`config.mk`:
```
export PLATFORM = sky130hd
export DESIGN_NAME = fifo_pkt_reader_flat
export DESIGN_NICKNAME = d
export VERILOG_FILES = /design/src/rtl/fifo_pkt_reader_if.sv /design/src/rtl/fifo_pkt_reader.sv /design/src/flat_wrapper.sv
export SDC_FILE = /design/constraint.sdc
export NUM_CORES = 1
export LEC_CHECK = 0
export ABC_AREA = 0
export BUFFER_PORTS_ARGS = -buffer_cell sky130_fd_sc_hd__buf_2
export CAP_MARGIN = 30
export CORE_ASPECT_RATIO = 1.1
export CORE_MARGIN = 8
export CORE_UTILIZATION = 44
export CTS_CLUSTER_SIZE = 10
export DETAILED_ROUTE_END_ITERATION = 6
export PLACE_DENSITY = 0.69
export SYNTH_ARGS = -nofsm -noshare
export SYNTH_HDL_FRONTEND = slang
export SYNTH_SLANG_ARGS = --single-unit
```
`constraint.sdc`:
```
create_clock -name clk -period 1.85 [get_ports clk]
set_clock_uncertainty 0.05 [all_clocks]
set_input_delay 0.0925 -clock clk [delete_from_list [all_inputs] [get_ports clk]]
set_output_delay 0.0925 -clock clk [all_outputs]
set_load 0.03 [all_outputs]
```
`src/rtl/fifo_pkt_reader_if.sv`:
```
// Bundles the FIFO read port and the outgoing byte stream of the packet reader.
// master = the reader; slave = the FIFO/downstream side.
`timescale 1ns/1ps

interface fifo_pkt_reader_if #(
    parameter int DATA_W = 8
);
    logic [DATA_W-1:0] fifo_data;
    logic              fifo_empty;
    logic              fifo_rd;
    logic [DATA_W-1:0] tx_data;
    logic              tx_valid;
    logic              tx_sop;
    logic              tx_eop;
    logic              tx_ready;

    modport master (
        input  fifo_data,
        input  fifo_empty,
        input  tx_ready,
        output fifo_rd,
        output tx_data,
        output tx_valid,
        output tx_sop,
        output tx_eop
    );

    modport slave (
        output fifo_data,
        output fifo_empty,
        output tx_ready,
        input  fifo_rd,
        input  tx_data,
        input  tx_valid,
        input  tx_sop,
        input  tx_eop
    );
endinterface

```
`src/rtl/fifo_pkt_reader.sv`:
```
// Drains length-prefixed packets from a show-ahead byte FIFO onto a registered
// valid/ready stream with sop/eop framing; bad lengths are flagged and dropped.
//
// state | meaning
// IDLE  | waiting for enable and a length byte at the FIFO head
// DATA  | forwarding payload bytes into the output register
// DROP  | discarding the payload of an illegal-length packet
`timescale 1ns/1ps

module fifo_pkt_reader #(
    parameter int DATA_W  = 8,
    parameter int MAX_LEN = 64
) (
    input  logic              clk,
    input  logic              rst,
    input  logic              enable,
    fifo_pkt_reader_if.master bus,
    output logic              len_err,
    output logic [7:0]        pkt_cnt,
    output logic              busy
);

    typedef enum logic [1:0] {
        IDLE = 2'd0,
        DATA = 2'd1,
        DROP = 2'd2
    } state_t;

    localparam logic [DATA_W-1:0] ONE       = DATA_W'(1);
    localparam logic [DATA_W-1:0] MAX_LEN_W = DATA_W'(MAX_LEN);

    state_t            state;
    state_t            state_nxt;
    logic [DATA_W-1:0] remaining;
    logic              first;

    logic pop_len;
    logic pop_data;
    logic pop_drop;
    logic accept;
    logic len_zero;
    logic len_big;
    logic last_byte;

    assign accept    = bus.tx_valid && bus.tx_ready;
    assign len_zero  = (bus.fifo_data == '0);
    assign len_big   = (bus.fifo_data > MAX_LEN_W);
    assign last_byte = (remaining == ONE);

    // State register
    always_ff @(posedge clk) begin
        if (rst) begin
            state <= IDLE;
        end else begin
            state <= state_nxt;
        end
    end

    // Next-state logic
    always_comb begin
        state_nxt = state;
        case (state)
            IDLE: begin
                if (pop_len && !len_zero) begin
                    state_nxt = len_big ? DROP : DATA;
                end
            end
            DATA: begin
                if (pop_data && last_byte) begin
                    state_nxt = IDLE;
                end
            end
            DROP: begin
                if (pop_drop && last_byte) begin
                    state_nxt = IDLE;
                end
            end
            default: state_nxt = IDLE;
        endcase
    end

    // Pop strobes; gating on fifo_empty here is what makes underflow impossible
    always_comb begin
        pop_len  = 1'b0;
        pop_data = 1'b0;
        pop_drop = 1'b0;
        if (!rst && !bus.fifo_empty) begin
            case (state)
                IDLE:    pop_len  = enable;
                DATA:    pop_data = !bus.tx_valid || bus.tx_ready;
                DROP:    pop_drop = 1'b1;
                default: ;
            endcase
        end
    end

    assign bus.fifo_rd = pop_len || pop_data || pop_drop;
    assign busy        = (state != IDLE) || bus.tx_valid;

    always_ff @(posedge clk) begin
        if (rst) begin
            remaining    <= '0;
            first        <= 1'b0;
            len_err      <= 1'b0;
            pkt_cnt      <= 8'd0;
            bus.tx_data  <= '0;
            bus.tx_valid <= 1'b0;
            bus.tx_sop   <= 1'b0;
            bus.tx_eop   <= 1'b0;
        end else begin
            len_err <= pop_len && (len_zero || len_big);

            if (pop_len) begin
                remaining <= bus.fifo_data;
                first     <= 1'b1;
            end else if (pop_data || pop_drop) begin
                remaining <= remaining - ONE;
                first     <= 1'b0;
            end

            // Reload on pop even when the current beat is being accepted: no bubble
            if (pop_data) begin
                bus.tx_data  <= bus.fifo_data;
                bus.tx_valid <= 1'b1;
                bus.tx_sop   <= first;
                bus.tx_eop   <= last_byte;
            end else if (accept) begin
                bus.tx_valid <= 1'b0;
            end

            if (accept && bus.tx_eop) begin
                pkt_cnt <= pkt_cnt + 8'd1;
            end
        end
    end

endmodule

```
`src/flat_wrapper.sv`:
```
// flat-port wrapper written by rule: the top's interface ports become plain ports
module fifo_pkt_reader_flat 
#(
    parameter int DATA_W  = 8,
    parameter int MAX_LEN = 64
)
  (clk, rst, enable, len_err, pkt_cnt, busy, bus_fifo_data, bus_fifo_empty, bus_tx_ready, bus_fifo_rd, bus_tx_data, bus_tx_valid, bus_tx_sop, bus_tx_eop);
  fifo_pkt_reader_if #(.DATA_W(DATA_W)) bus_i ();
  input  logic clk;
  input  logic rst;
  input  logic enable;
  output logic len_err;
  output logic [7:0] pkt_cnt;
  output logic busy;
  input wire logic [$bits(bus_i.fifo_data)-1:0] bus_fifo_data;
  input wire logic [$bits(bus_i.fifo_empty)-1:0] bus_fifo_empty;
  input wire logic [$bits(bus_i.tx_ready)-1:0] bus_tx_ready;
  output wire logic [$bits(bus_i.fifo_rd)-1:0] bus_fifo_rd;
  output wire logic [$bits(bus_i.tx_data)-1:0] bus_tx_data;
  output wire logic [$bits(bus_i.tx_valid)-1:0] bus_tx_valid;
  output wire logic [$bits(bus_i.tx_sop)-1:0] bus_tx_sop;
  output wire logic [$bits(bus_i.tx_eop)-1:0] bus_tx_eop;
  assign bus_i.fifo_data = bus_fifo_data;
  assign bus_i.fifo_empty = bus_fifo_empty;
  assign bus_i.tx_ready = bus_tx_ready;
  assign bus_fifo_rd = bus_i.fifo_rd;
  assign bus_tx_data = bus_i.tx_data;
  assign bus_tx_valid = bus_i.tx_valid;
  assign bus_tx_sop = bus_i.tx_sop;
  assign bus_tx_eop = bus_i.tx_eop;
  fifo_pkt_reader #(.DATA_W(DATA_W), .MAX_LEN(MAX_LEN)) u_core (.clk(clk), .rst(rst), .enable(enable), .bus(bus_i), .len_err(len_err), .pkt_cnt(pkt_cnt), .busy(busy));
endmodule
```
Word level (Yosys, flattened, before mapping)
Index checks and enable logic that the tools add are counted.
- add/subtract/negate cells: 2
- magnitude comparators: 1
- eq/ne operators: 6
- mux-type cells: 17
- reductions and logical operators: 23
- operator list (operator ; number):
    $mux W8 ; 2
    $mux W1 ; 10
    $add A8 B1 Y8 const B ; 1
    $eq A8 B1 Y1 const B ; 1
    $gt A8 B7 Y1 const B ; 1
    $logic_not A8 Y1 ; 1
    $mux W2 ; 4
    $sub A8 B1 Y8 const B ; 1
    $logic_and A1 B1 Y1 ; 7
    $logic_or A1 B1 Y1 ; 6
    $ne A2 B1 Y1 const B ; 3
    $pmux W2 S3 ; 1
    $reduce_bool A2 Y1 ; 3
    $logic_not A1 Y1 ; 4
    $reduce_and A3 Y1 ; 1
    $eq A2 B1 Y1 const B ; 1
    $eq A2 B2 Y1 const B ; 1
    $logic_not A2 Y1 ; 1
- bits in registers: 31
- input port bits: 13
- output and inout bits: 22

Longest topological paths before layout
Gate-level depths: netlist (run 1).
- depth after elaboration: 7
- depth in mapped cells: 6
- mapped depth without buffers: 5

Worst setup path after synthesis (run 1)
Ideal clock, no wire load.
- kind: reg2out
- start: register u_core.bus.tx_valid
- end: output port bus_fifo_rd
- data arrival time: 1719 ps
- required time: 1707 ps
- setup slack: -11 ps
- cell stages (with the launch flop): 5
- path buffers: 1
- path through: dfxtp_1 -> or2b_2 -> a21boi_1 -> clkbuf_1 -> o21ai_0
- cells in the longest elaborated chain, start to end: 6
- ends and longest elaborated chain (item ; line ; text):
    start, declared ; fifo_pkt_reader_if.sv:23 ; output tx_valid,
    start signal, assigned ; fifo_pkt_reader.sv:107 ; bus.tx_valid <= 1'b0;
    start signal, assigned ; fifo_pkt_reader.sv:124 ; bus.tx_valid <= 1'b1;
    start signal, assigned ; fifo_pkt_reader.sv:128 ; bus.tx_valid <= 1'b0;
    $logic_not A1 Y1 ; fifo_pkt_reader.sv:90 ; DATA: pop_data = !bus.tx_valid || bus.tx_ready;
    $logic_or A1 B1 Y1 ; fifo_pkt_reader.sv:90 ;
    $mux W1 ; fifo_pkt_reader.sv:88 ; case (state)
    $mux W1 ; fifo_pkt_reader.sv:87 ; if (!rst && !bus.fifo_empty) begin
    $logic_or A1 B1 Y1 (2 in series) ; fifo_pkt_reader.sv:97 ; assign bus.fifo_rd = pop_len || pop_data || pop_drop;
    end, declared ; flat_wrapper.sv:18 ; output wire logic [$bits(bus_i.fifo_rd)-1:0] bus_fifo_rd;
No other way between the ends.

Worst setup path in the final report (run 1)
- start: register u_core.remaining[2]
- end: register u_core.state[0]
- cells in the longest elaborated chain, start to end: 4
- elaborated cells on any way between the ends: 6
- classes of those cells: 3 x eq/ne; 3 x reduce/logical
- ends and longest elaborated chain (item ; line ; text):
    start, declared ; fifo_pkt_reader.sv:34 ; logic [DATA_W-1:0] remaining;
    start signal, assigned ; fifo_pkt_reader.sv:114 ; remaining <= bus.fifo_data;
    start signal, assigned ; fifo_pkt_reader.sv:117 ; remaining <= remaining - ONE;
    $eq A8 B1 Y1 * ; fifo_pkt_reader.sv:48 ; assign last_byte = (remaining == ONE);
    $logic_and A1 B1 Y1, on equally long branches ; fifo_pkt_reader.sv:74, fifo_pkt_reader.sv:69 ;
    $ne A2 B1 Y1 (no line) ; n/a ;
    $reduce_and A3 Y1 (no line) * ; n/a ;
    end signal, assigned ; fifo_pkt_reader.sv:55 ; state <= state_nxt;
    end, declared ; fifo_pkt_reader.sv:32 ; state_t state;
Every way passes the cells marked *; elsewhere a longest branch is shown, timed or not.
A chain may end at the register's enable or synchronous reset.

==> results of run 1 <==
-- timing repair --
item	CTS	global route
cloned	0	0
pin swaps	3	1
buffers inserted	1	2
setup endpoints to repair	3	4
hold endpoints to repair	8	0
gates resized for setup	2	2
hold buffers	6	0
-- state kept, by name, summed over array words and instances (netlist names) --
name / count
u_core.len_err: 1
u_core.bus.tx_eop: 1
u_core.bus.tx_data: 8
u_core.bus.tx_valid: 1
u_core.state: 2
u_core.bus.tx_sop: 1
u_core.pkt_cnt: 8
u_core.remaining: 8
u_core.first: 1
-- power by group through the flow --
stage               Clock [W]  Combinational [W]  Sequential (W)
global route         0.000597           0.000229        0.000706
detailed placement          0           0.000184        0.000718
CTS                  0.000567           0.000200        0.000703
finish               0.000554           0.000211        0.000704
floorplan                   0           0.000114        0.000721
global placement            0           0.000178        0.000717
-- cell usage in the layout, fill, tap and decap left out, types with 6 or more instances in the layout --
| cell type | netlist | final |
|---|---|---|
| mux2i_1 | 10 | 10 |
| o21ai_0 | 6 | 6 |
| buf_4 | 0 | 12 |
| nand2_1 | 9 | 9 |
| nor2_1 | 30 | 30 |
| nand4_1 | 7 | 7 |
| nand3_1 | 6 | 6 |
| buf_2 | 0 | 34 |
| dfxtp_1 | 31 | 28 |
| dlygate4sd3_1 | 0 | 6 |
-- cell usage after synthesis, drive strengths merged --
cell type / n
ha: 3
clkbuf: 7
nor2: 30
nand2: 9
a311oi: 5
a21boi: 1
nand4: 7
nand4b: 1
or4b: 1
o2111ai: 2
a31oi: 1
nor4: 1
or2b: 1
nor3b: 1
or4: 3
nand3: 6
buf: 1
and4: 1
xor2: 5
a21bo: 1
inv: 3
and3: 4
or3: 4
dfxtp: 31
xnor2: 3
nand2b: 2
nor3: 1
a211oi: 1
o21ai: 6
o21a: 1
a2111oi: 1
mux2i: 10
nor4bb: 1
o211ai: 2
o31ai: 2
or2: 2
and2b: 1
a21oi: 2
-- routing by layer --
layer	GRT usage [%]	routed length (microns)	part of all wire, %	up-vias
met3	5.33	226	5.9	5
li1	-	-	-	693
met2	24.2	1950	51	44
met1	15.1	1620	42	677
met4	5.11	53	1.4	0
met5	0	0	0	-
-- area by class of cell --
class / count / area share, %
inverter: 3 / 0.598
clock buffer: 6 / 2.72
multi-input combinational: 122 / 42.3
clock inverter: 2 / 1.86
tap: 36 / 2.39
timing repair buffer: 52 / 17.0
sequential: 31 / 33.1
-- cell families after synthesis --
group | count (synthesis)
and+or+nand+nor | 76
DFF | 31
AOI/OAI and AO/OA | 25
buffers and inverters | 11
muxes | 10
xor gates and xnor gates | 8
adders and majority gates | 3
-- worst reg2reg max path: stages, from the launching register on --
cell      delay (ns)
dfxtp_2         0.33
or4_4           0.53
or4b_4          0.51
o211ai_1        0.22
o31ai_1         0.11
-- final timing paths --
path	cells after the start	start	to
max reg2reg	4	u_core.remaining[2]	u_core.state[0]
max	4	u_core.remaining[2]	u_core.state[0]
min reg2reg	2	u_core.first	u_core.first
min	3	bus_tx_ready	u_core.bus.tx_valid
-- through the flow --
| stage | instance area, sq um | total power, W | utilization (%) | cells |
|---|---|---|---|---|
| 3_3_place_gp | 1710 | 0.000895 | 51.6 | 235 |
| 2_1_floorplan | 1490 | 0.000836 | - | 164 |
| 5_1_grt | 1880 | 0.00153 | 57.0 | 252 |
| 4_1_cts | 1860 | 0.00147 | 56.4 | 250 |
| 3_5_place_dp | 1710 | 0.000902 | 51.6 | 235 |
| 6_report | 1880 | 0.00147 | 57.0 | 252 |
==> results.yml, run 1 <==
placement:
  gp_congestion: 0.820
  io_buffers: 34
  pre_cts_slack_ns: -0.0200
  dp_hpwl_microns: 2760
clocking:
  clockRootBuffer: "clkbuf_4"
  clock_sinks: 31
  cts_buffer_depth: 2
  htree_levels: 2
  clk_latency_ns: 0.32
  cts_made_buffers: 5
  clk_pin_slew_ns: 0.10
  cts_tree: "done"
die:
  num_io_pins: 35
  die_area_sq_um: 5510
  core_sq_um: 3300
  die_h_microns: 77.0
  initial_core_util_pct: 45.1
  die_x_microns: 71.5
  std_cell_rows: 22
global_route:
  antenna_found_initial: 0
  grt_first_pass_wirelength_microns: 6290
  grt_overflow_total: 0
  grt_pass1_vias: 1391
  grt_max_degree: 29
  track_usage_pct: 14.0
synth:
  synth_compound_area_share_pct: 12.3
  yosysTopAreaCell: "dfxtp_1"
  synth_cell_types: 43
  synth-seq-cells: 31
  yosys.area_share.simple_pct: 26.9
  synthMuxAreaShare_pct: 6.72
  netlist.area_leader.share_pct: 41.6
  synth_area_leaders: "dfxtp_1 (42%), nor2_1 (7.6%), mux2i_1 (6.7%)"
  syn-mean-instance-area_sq_um: 9.09
  synthXorXnorAreaFrac_pct: 4.70
  synth_nets: 180
  netlist_instances: 164
  ys_seq_area_share_pct: 41.6
  synthAdderAreaFrac_pct: 2.52
  synth.yosys.warnings: 0
  synth_top_family_by_area: "simple AND/OR/NAND/NOR gates"
  synth_area_sq_um: 1490
setup_path:
  cp_cell_sequence: "or4_4, or4b_4, o211ai_1, o31ai_1"
  worstSetupEndpointType: "flip-flop"
  critPathMaxFanout: 3
  crit_type: "reg -> reg"
  reg2reg_slack_ns: -0.02
  cp-start-kind: "flip-flop"
  crit_path_top_delay_cell: "or4_4"
  cp_slowest_stage_delay_ns: 0.53
  path_buf_inv: 0
  crit_family: "simple AND/OR/NAND/NOR gates"
  cp.arrival_ns: 2.03
  required_ns: 2.01
sta:
  setup_viol: 1
  finalCritPeriodShare_pct: 101
  tightest_slew_ns: 0.354
  hold_slack_ns: 0.0294
  setup_ws_ns: -0.0191
  hold_viol: 0
  rsz0062_at_grt: "yes"
  slew_viol_final: 0
  max_slew_margin_pct: 75.8
  period_minus_slack_ns: 1.87
  fin_tns_setup_ns: -0.0191
  fmax_ghz: 0.535
routing:
  wl_per_cell_microns: 15.3
  drc: 0
  routed-via-count: 1419
  drt_first_pass_iters: 4
  viasPerCell: 5.63
  wl_microns: 3840
  ant_nets: 0
  drt_iter0_drc: 64
pwr:
  p_int_w: 0.00110
  p_clk_share_pct: 37.7
  p_leak_nw: 0.879
  comb_power_share_pct: 14.4
  power_density_nw_per_um2: 779
  ir_worst_vdd_v: 0.000378
  seq_power_share_pct: 47.9
  p_sw_share_pct: 25.0
  switchingPower_w: 0.000367
worst_hold_path:
  hold_class: "in -> reg"
cells_and_area:
  layout-drive-gt1-share_pct: 30.6
  fillers: 306
  area.growth.synth_to_final_pct: 26.4
  multi_input_area_sq_um: 797
  regArea_sq_um: 624
  n_antenna_cell: 0
  nNetsFinal: 231
flow_run:
  maxCapViolations: 0
run_status:
  outcome: "finished with violations"
  violations: "setup timing"
(Power assumes the default switching activity.)
==> inputs of run 2 (changes only) <==
--- a/config.mk
+++ b/config.mk
@@ -13,7 +13,7 @@
 export CORE_UTILIZATION = 44
 export CTS_CLUSTER_SIZE = 10
 export DETAILED_ROUTE_END_ITERATION = 6
-export PLACE_DENSITY = 0.69
+export PLACE_DENSITY = 0.66
 export SYNTH_ARGS = -nofsm -noshare
 export SYNTH_HDL_FRONTEND = slang
 export SYNTH_SLANG_ARGS = --single-unit
==> constraint.sdc (replaced) <==
create_clock -name clk -period 2.2 [get_ports clk]
set_clock_uncertainty 0.05 [all_clocks]
set_input_delay 0.11 -clock clk [delete_from_list [all_inputs] [get_ports clk]]
set_output_delay 0.11 -clock clk [all_outputs]
set_load 0.03 [all_outputs]
==> results.yml, run 2 (synthesis gave the netlist of run 1 again) <==
clocking:
  cts_made_buffers: 5
  htree_levels: 2
  cts_buffer_depth: 2
  clk_pin_slew_ns: 0.09
  clock_sinks: 31
  clockRootBuffer: "clkbuf_4"
  ctsHoldBuffers: 4
  post_cts_resized: 0
  clk_latency_ns: 0.32
  cts_tree: "done"
  cts_setup_buffers: 0
pwr:
  p_leak_nw: 0.825
  ir_worst_vdd_v: 0.000258
  switchingPower_w: 0.000286
  comb_power_share_pct: 14.0
  p_sw_share_pct: 26.7
  seq_power_share_pct: 55.2
  total_power_w: 0.00107
  p_int_w: 0.000788
  power_density_nw_per_um2: 604
  p_clk_share_pct: 30.8
sta:
  hold_slack_ns: 0.0113
  rsz0062_at_grt: "no"
  setup_viol: 0
  slew_viol_final: 0
  tightest_slew_ns: 0.608
  max_slew_margin_pct: 59.3
  fmax_ghz: 0.520
  fin_tns_setup_ns: 0
  period_minus_slack_ns: 1.92
  finalCritPeriodShare_pct: 87.4
  hold_viol: 0
die:
  initial_core_util_pct: 45.1
  die_x_microns: 71.5
  die_h_microns: 77.0
  num_io_pins: 35
  core_sq_um: 3300
  die_area_sq_um: 5510
  std_cell_rows: 22
cells_and_area:
  final_common_cell: "buf_2"
  fillers: 326
  largest_registers: "u_core.bus.tx_data: 8 flops, u_core.pkt_cnt: 8 flops, u_core.remaining: 8 flops"
  layout-drive-gt1-share_pct: 26.6
  n_antenna_cell: 0
  nNetsFinal: 223
  layout_common_cells: "buf_2 (34), dfxtp_1 (31), nor2_1 (30)"
  area.growth.synth_to_final_pct: 19.4
  utilization_pct: 53.9
placement:
  dp_hpwl_microns: 2740
  io_buffers: 34
  gp_congestion: 0.850
routing:
  wl_per_cell_microns: 15.0
  drt_first_pass_iters: 4
  routed-via-count: 1374
  drc: 0
  drt_iter0_drc: 55
  viasPerCell: 5.65
  wl_microns: 3650
  ant_nets: 0
worst_hold_path:
  worstHoldPathCells: 3
  min-delay-start: "bus_fifo_data[2]"
  hold_class: "in -> reg"
global_route:
  grt_overflow_total: 0
  track_usage_pct: 13.8
  grt_pass1_vias: 1365
  antenna_found_initial: 0
  grt_max_degree: 29
  grt_first_pass_wirelength_microns: 6210
setup_path:
  critPathMaxFanout: 5
  required_ns: 2.34
  cp-start-kind: "flip-flop"
  worstSetupEndpointType: "flip-flop"
  cp.arrival_ns: 2.06
  reg2regPathDepth: 4
  startpoint: "u_core.remaining[3]"
  r2r-start: "u_core.remaining[3]"
  crit_type: "reg -> reg"
run_status:
  outcome: "finished, final reports clean"
flow_run:
  maxCapViolations: 0
-- run 2: cell count changes in the layout (fill, tap and decap cells not counted), moves of 2 or more --
cell / before / now
buf_4: 12 / 6
dfxtp_1: 28 / 31
dfxtp_2: 3 / 0
dlygate4sd3_1: 6 / 4
-- run 2: worst max-delay path, cell delays in order (launching register included) --
cell	delay, ns
dfxtp_1	0.35
or4_4	0.55
or4b_4	0.54
o211ai_1	0.20
o31ai_1	0.10
-- run 2: final timing paths --
kind / endpoint / slack (ns)
min reg2reg: u_core.first / 0.43
max: u_core.state[0] / 0.28
max reg2reg: u_core.state[0] / 0.28
min: u_core.bus.tx_data[2] / 0.01
-- run 2: power by group through the flow --
stage | Combinational (W) | Sequential (W) | Clock [W]
6_report | 0.000150 | 0.000594 | 0.000331
4_1_cts | 0.000150 | 0.000593 | 0.000344
3_3_place_gp | 0.000142 | 0.000605 | 0
2_1_floorplan | 0.0000957 | 0.000607 | 0
3_5_place_dp | 0.000144 | 0.000606 | 0
5_1_grt | 0.000165 | 0.000596 | 0.000365
-- run 2: layout make-up --
cell class / instances / area [sq um] / area share [%]
Multi-Input combinational cell: 122 / 791 / 44.4
Sequential cell: 31 / 621 / 34.9
Timing Repair Buffer: 44 / 255 / 14.3
Clock buffer: 6 / 51.3 / 2.88
Tap cell: 36 / 45.0 / 2.53
Inverter: 3 / 11.3 / 0.633
Clock inverter: 1 / 5.00 / 0.281
-- run 2: routing by layer --
metal	vias to the layer above	routed length [microns]	track usage [%]
met5	-	0	0
li1	678	-	-
met1	649	1560	15.1
met3	5	245	5.07
met4	0	51	5.32
met2	42	1800	23.5
-- run 2: metrics by stage --
stage                     worst slack [ns]  instance area, sq um  std cells
final                                0.276                  1780        243
after floorplan                      0.321                  1490        164
after global routing                 0.120                  1780        243
after CTS                            0.289                  1780        243
after detailed placement             0.308                  1680        232
after global placement               0.334                  1680        232
==> inputs of run 3 (changes only) <==
--- a/config.mk
+++ b/config.mk
@@ -5,7 +5,7 @@
 export SDC_FILE = /design/constraint.sdc
 export NUM_CORES = 1
 export LEC_CHECK = 0
-export ABC_AREA = 0
+export ABC_AREA = 1
 export BUFFER_PORTS_ARGS = -buffer_cell sky130_fd_sc_hd__buf_2
 export CAP_MARGIN = 30
 export CORE_ASPECT_RATIO = 1.1
==> constraint.sdc (replaced) <==
create_clock -name clk -period 2.32 [get_ports clk]
set_clock_uncertainty 0.05 [all_clocks]
set_input_delay 0.116 -clock clk [delete_from_list [all_inputs] [get_ports clk]]
set_output_delay 0.116 -clock clk [all_outputs]
set_load 0.03 [all_outputs]
==> results.yml, run 3 <==
synth:
  synth_ff_type: "dfxtp_1"
  synth_nets: 250
  synth.yosys.warnings: 0
  synth.most_common_cell: "nand2_1"
  ys_seq_area_share_pct: 39.5
  yosys-top-cells-count: "nand2_1 (50), nor2_1 (33), dfxtp_1 (31), inv_1 (31), a21oi_1 (23)"
  ys_async_sr_fraction_pct: 0
  netlist.area_leader.share_pct: 39.5
  yosysTopAreaCell: "dfxtp_1"
  synth-seq-cells: 31
  syn-mean-instance-area_sq_um: 6.72
  synth_cell_types: 27
  netlist_instances: 234
  synth_area_sq_um: 1570
  synth_edf_count: 0
  synth_area_leaders: "dfxtp_1 (39%), nand2_1 (12%), nor2_1 (7.9%)"
routing:
  drt_first_pass_iters: 4
  ant_nets: 0
  drt_iter0_drc: 101
  drc: 0
  routed-via-count: 1538
  wl_microns: 3740
  viasPerCell: 4.75
  wl_per_cell_microns: 11.5
cells_and_area:
  multi_input_area_sq_um: 805
  fillers: 345
  regArea_sq_um: 621
  largest_registers: "u_core.bus.tx_data: 8 flops, u_core.pkt_cnt: 8 flops, u_core.remaining: 8 flops"
  layout_common_cells: "nand2_1 (50), buf_2 (34), nor2_1 (33)"
  final_common_cell: "nand2_1"
  area.growth.synth_to_final_pct: 19.1
  n_antenna_cell: 0
  final_area_sq_um: 1870
  layout-drive-gt1-share_pct: 19.2
  nNetsFinal: 291
  stdcell_count: 324
run_status:
  outcome: "finished, final reports clean"
die:
  num_io_pins: 35
  initial_core_util_pct: 46.5
  die_h_microns: 78.7
  die_area_sq_um: 5750
  std_cell_rows: 22
  die_x_microns: 73.0
  core_sq_um: 3390
sta:
  slew_viol_final: 0
  rsz0062_at_grt: "no"
  max_slew_margin_pct: 66.7
  setup_viol: 0
  hold_viol: 0
  fin_tns_setup_ns: 0
  period_minus_slack_ns: 1.81
  fmax_ghz: 0.554
  tightest_slew_ns: 0.499
  finalCritPeriodShare_pct: 77.8
global_route:
  antenna_found_initial: 0
  grt_pass1_vias: 1579
  track_usage_pct: 14.3
  grt_max_degree: 18
  grt_first_pass_wirelength_microns: 6660
  grt_overflow_total: 0
pwr:
  switchingPower_w: 0.000677
  p_int_w: 0.000954
  p_leak_nw: 0.905
  seq_power_share_pct: 40.0
  comb_power_share_pct: 41.9
  p_sw_share_pct: 41.5
  p_clk_share_pct: 18.2
  ir_worst_vdd_v: 0.000439
  power_density_nw_per_um2: 871
clocking:
  cts_setup_buffers: 0
  cts_made_buffers: 5
  cts_buffer_depth: 2
  clockRootBuffer: "clkbuf_4"
  clock_sinks: 31
  clk_pin_slew_ns: 0.09
  clk_latency_ns: 0.33
  cts_tree: "done"
  htree_levels: 2
placement:
  place_area_sq_um: 1780
  placed_cells: 312
  gp_congestion: 0.920
  dp_hpwl_microns: 2870
  io_buffers: 34
setup_path:
  cp_slowest_stage_delay_ns: 0.33
  required_ns: 2.15
  reg2reg_slack_ns: 0.74
  r2r-start: "u_core.state[0]"
  crit_path_top_delay_cell: "dfxtp_1"
  cp-start-kind: "flip-flop"
  crit_type: "reg -> out"
  cp.arrival_ns: 1.64
  cp_cell_sequence: "nor2_1, nand3_2, nand2_4, buf_2"
  startpoint: "u_core.state[0]"
  r2r-end: "u_core.state[1]"
  reg2regPathDepth: 10
  worstSetupEndpointType: "output pin"
  critPathMaxFanout: 15
worst_hold_path:
  hold_class: "in -> reg"
  hold_end: "u_core.bus.tx_data[4]"
  min-delay-start: "bus_fifo_data[4]"
  worstHoldPathCells: 3
flow_run:
  maxCapViolations: 0
-- run 3: final cells by class --
class,instances,share of cell area [%]
Sequential cell,31,33.1
Clock buffer,7,2.40
Inverter,34,6.81
Multi-Input combinational cell,165,43.0
Timing Repair Buffer,38,11.2
Clock inverter,1,0.267
Tap cell,48,3.21
-- run 3: cell families after synthesis --
kind of cell / count (synthesis) / synth area share (%)
AO/OA/AOI/OAI: 46 / 15.1
buffers and inverters: 38 / 9.39
adder cells (fa/ha/maj): 3 / 2.39
XOR/XNOR: 1 / 0.557
AND/OR/NAND/NOR: 115 / 33.1
flip-flops: 31 / 39.5
-- run 3: how the worst max path moves through the flow --
| stage | end |
|---|---|
| after floorplan | u_core.pkt_cnt[6] |
| after global placement | u_core.state[1] |
| after detailed placement | u_core.state[0] |
| after CTS | bus_fifo_rd |
| after global routing | bus_fifo_rd |
| final | bus_fifo_rd |
-- run 3: metal layers --
layer	up-vias	GRT usage, %	wire length, microns
met4	0	7.82	120
met2	37	22.9	1620
met3	11	5.53	259
li1	826	-	-
met1	664	16.0	1740
met5	-	0	0
-- run 3: what timing repair did --
| item | CTS | global route |
|---|---|---|
| gates resized for setup | 0 | 0 |
| hold endpoints to repair | 4 | 0 |
| hold buffers | 4 | 0 |
-- run 3: per-stage QoR --
| stage | utilization (%) | power [W] | setup WS, ns | hold WS [ns] |
|---|---|---|---|---|
| global placement | 52.7 | 0.00134 | 0.807 | 0.359 |
| finish | 55.3 | 0.00163 | 0.515 | 0.0194 |
| global route | 55.3 | 0.00178 | 0.409 | 0.0128 |
| CTS | 55.3 | 0.00165 | 0.513 | 0.00201 |
| detailed placement | 52.7 | 0.00134 | 0.772 | 0.350 |
| floorplan | - | 0.00119 | 0.817 | 0.142 |
-- run 3: power by group through the flow --
stage	sequential [W]	combinational, W	clock, W
finish	0.000652	0.000683	0.000296
floorplan	0.000680	0.000511	0
global route	0.000659	0.000788	0.000335
global placement	0.000661	0.000681	0
CTS	0.000650	0.000684	0.000312
detailed placement	0.000661	0.000677	0
-- run 3: worst max-delay path, delay by kind of cell (launching register included) --
kind | cells | cell delay (ns)
DFF | 1 | 0.33
and+or+nand+nor | 3 | 0.76
buffers and inverters | 1 | 0.22
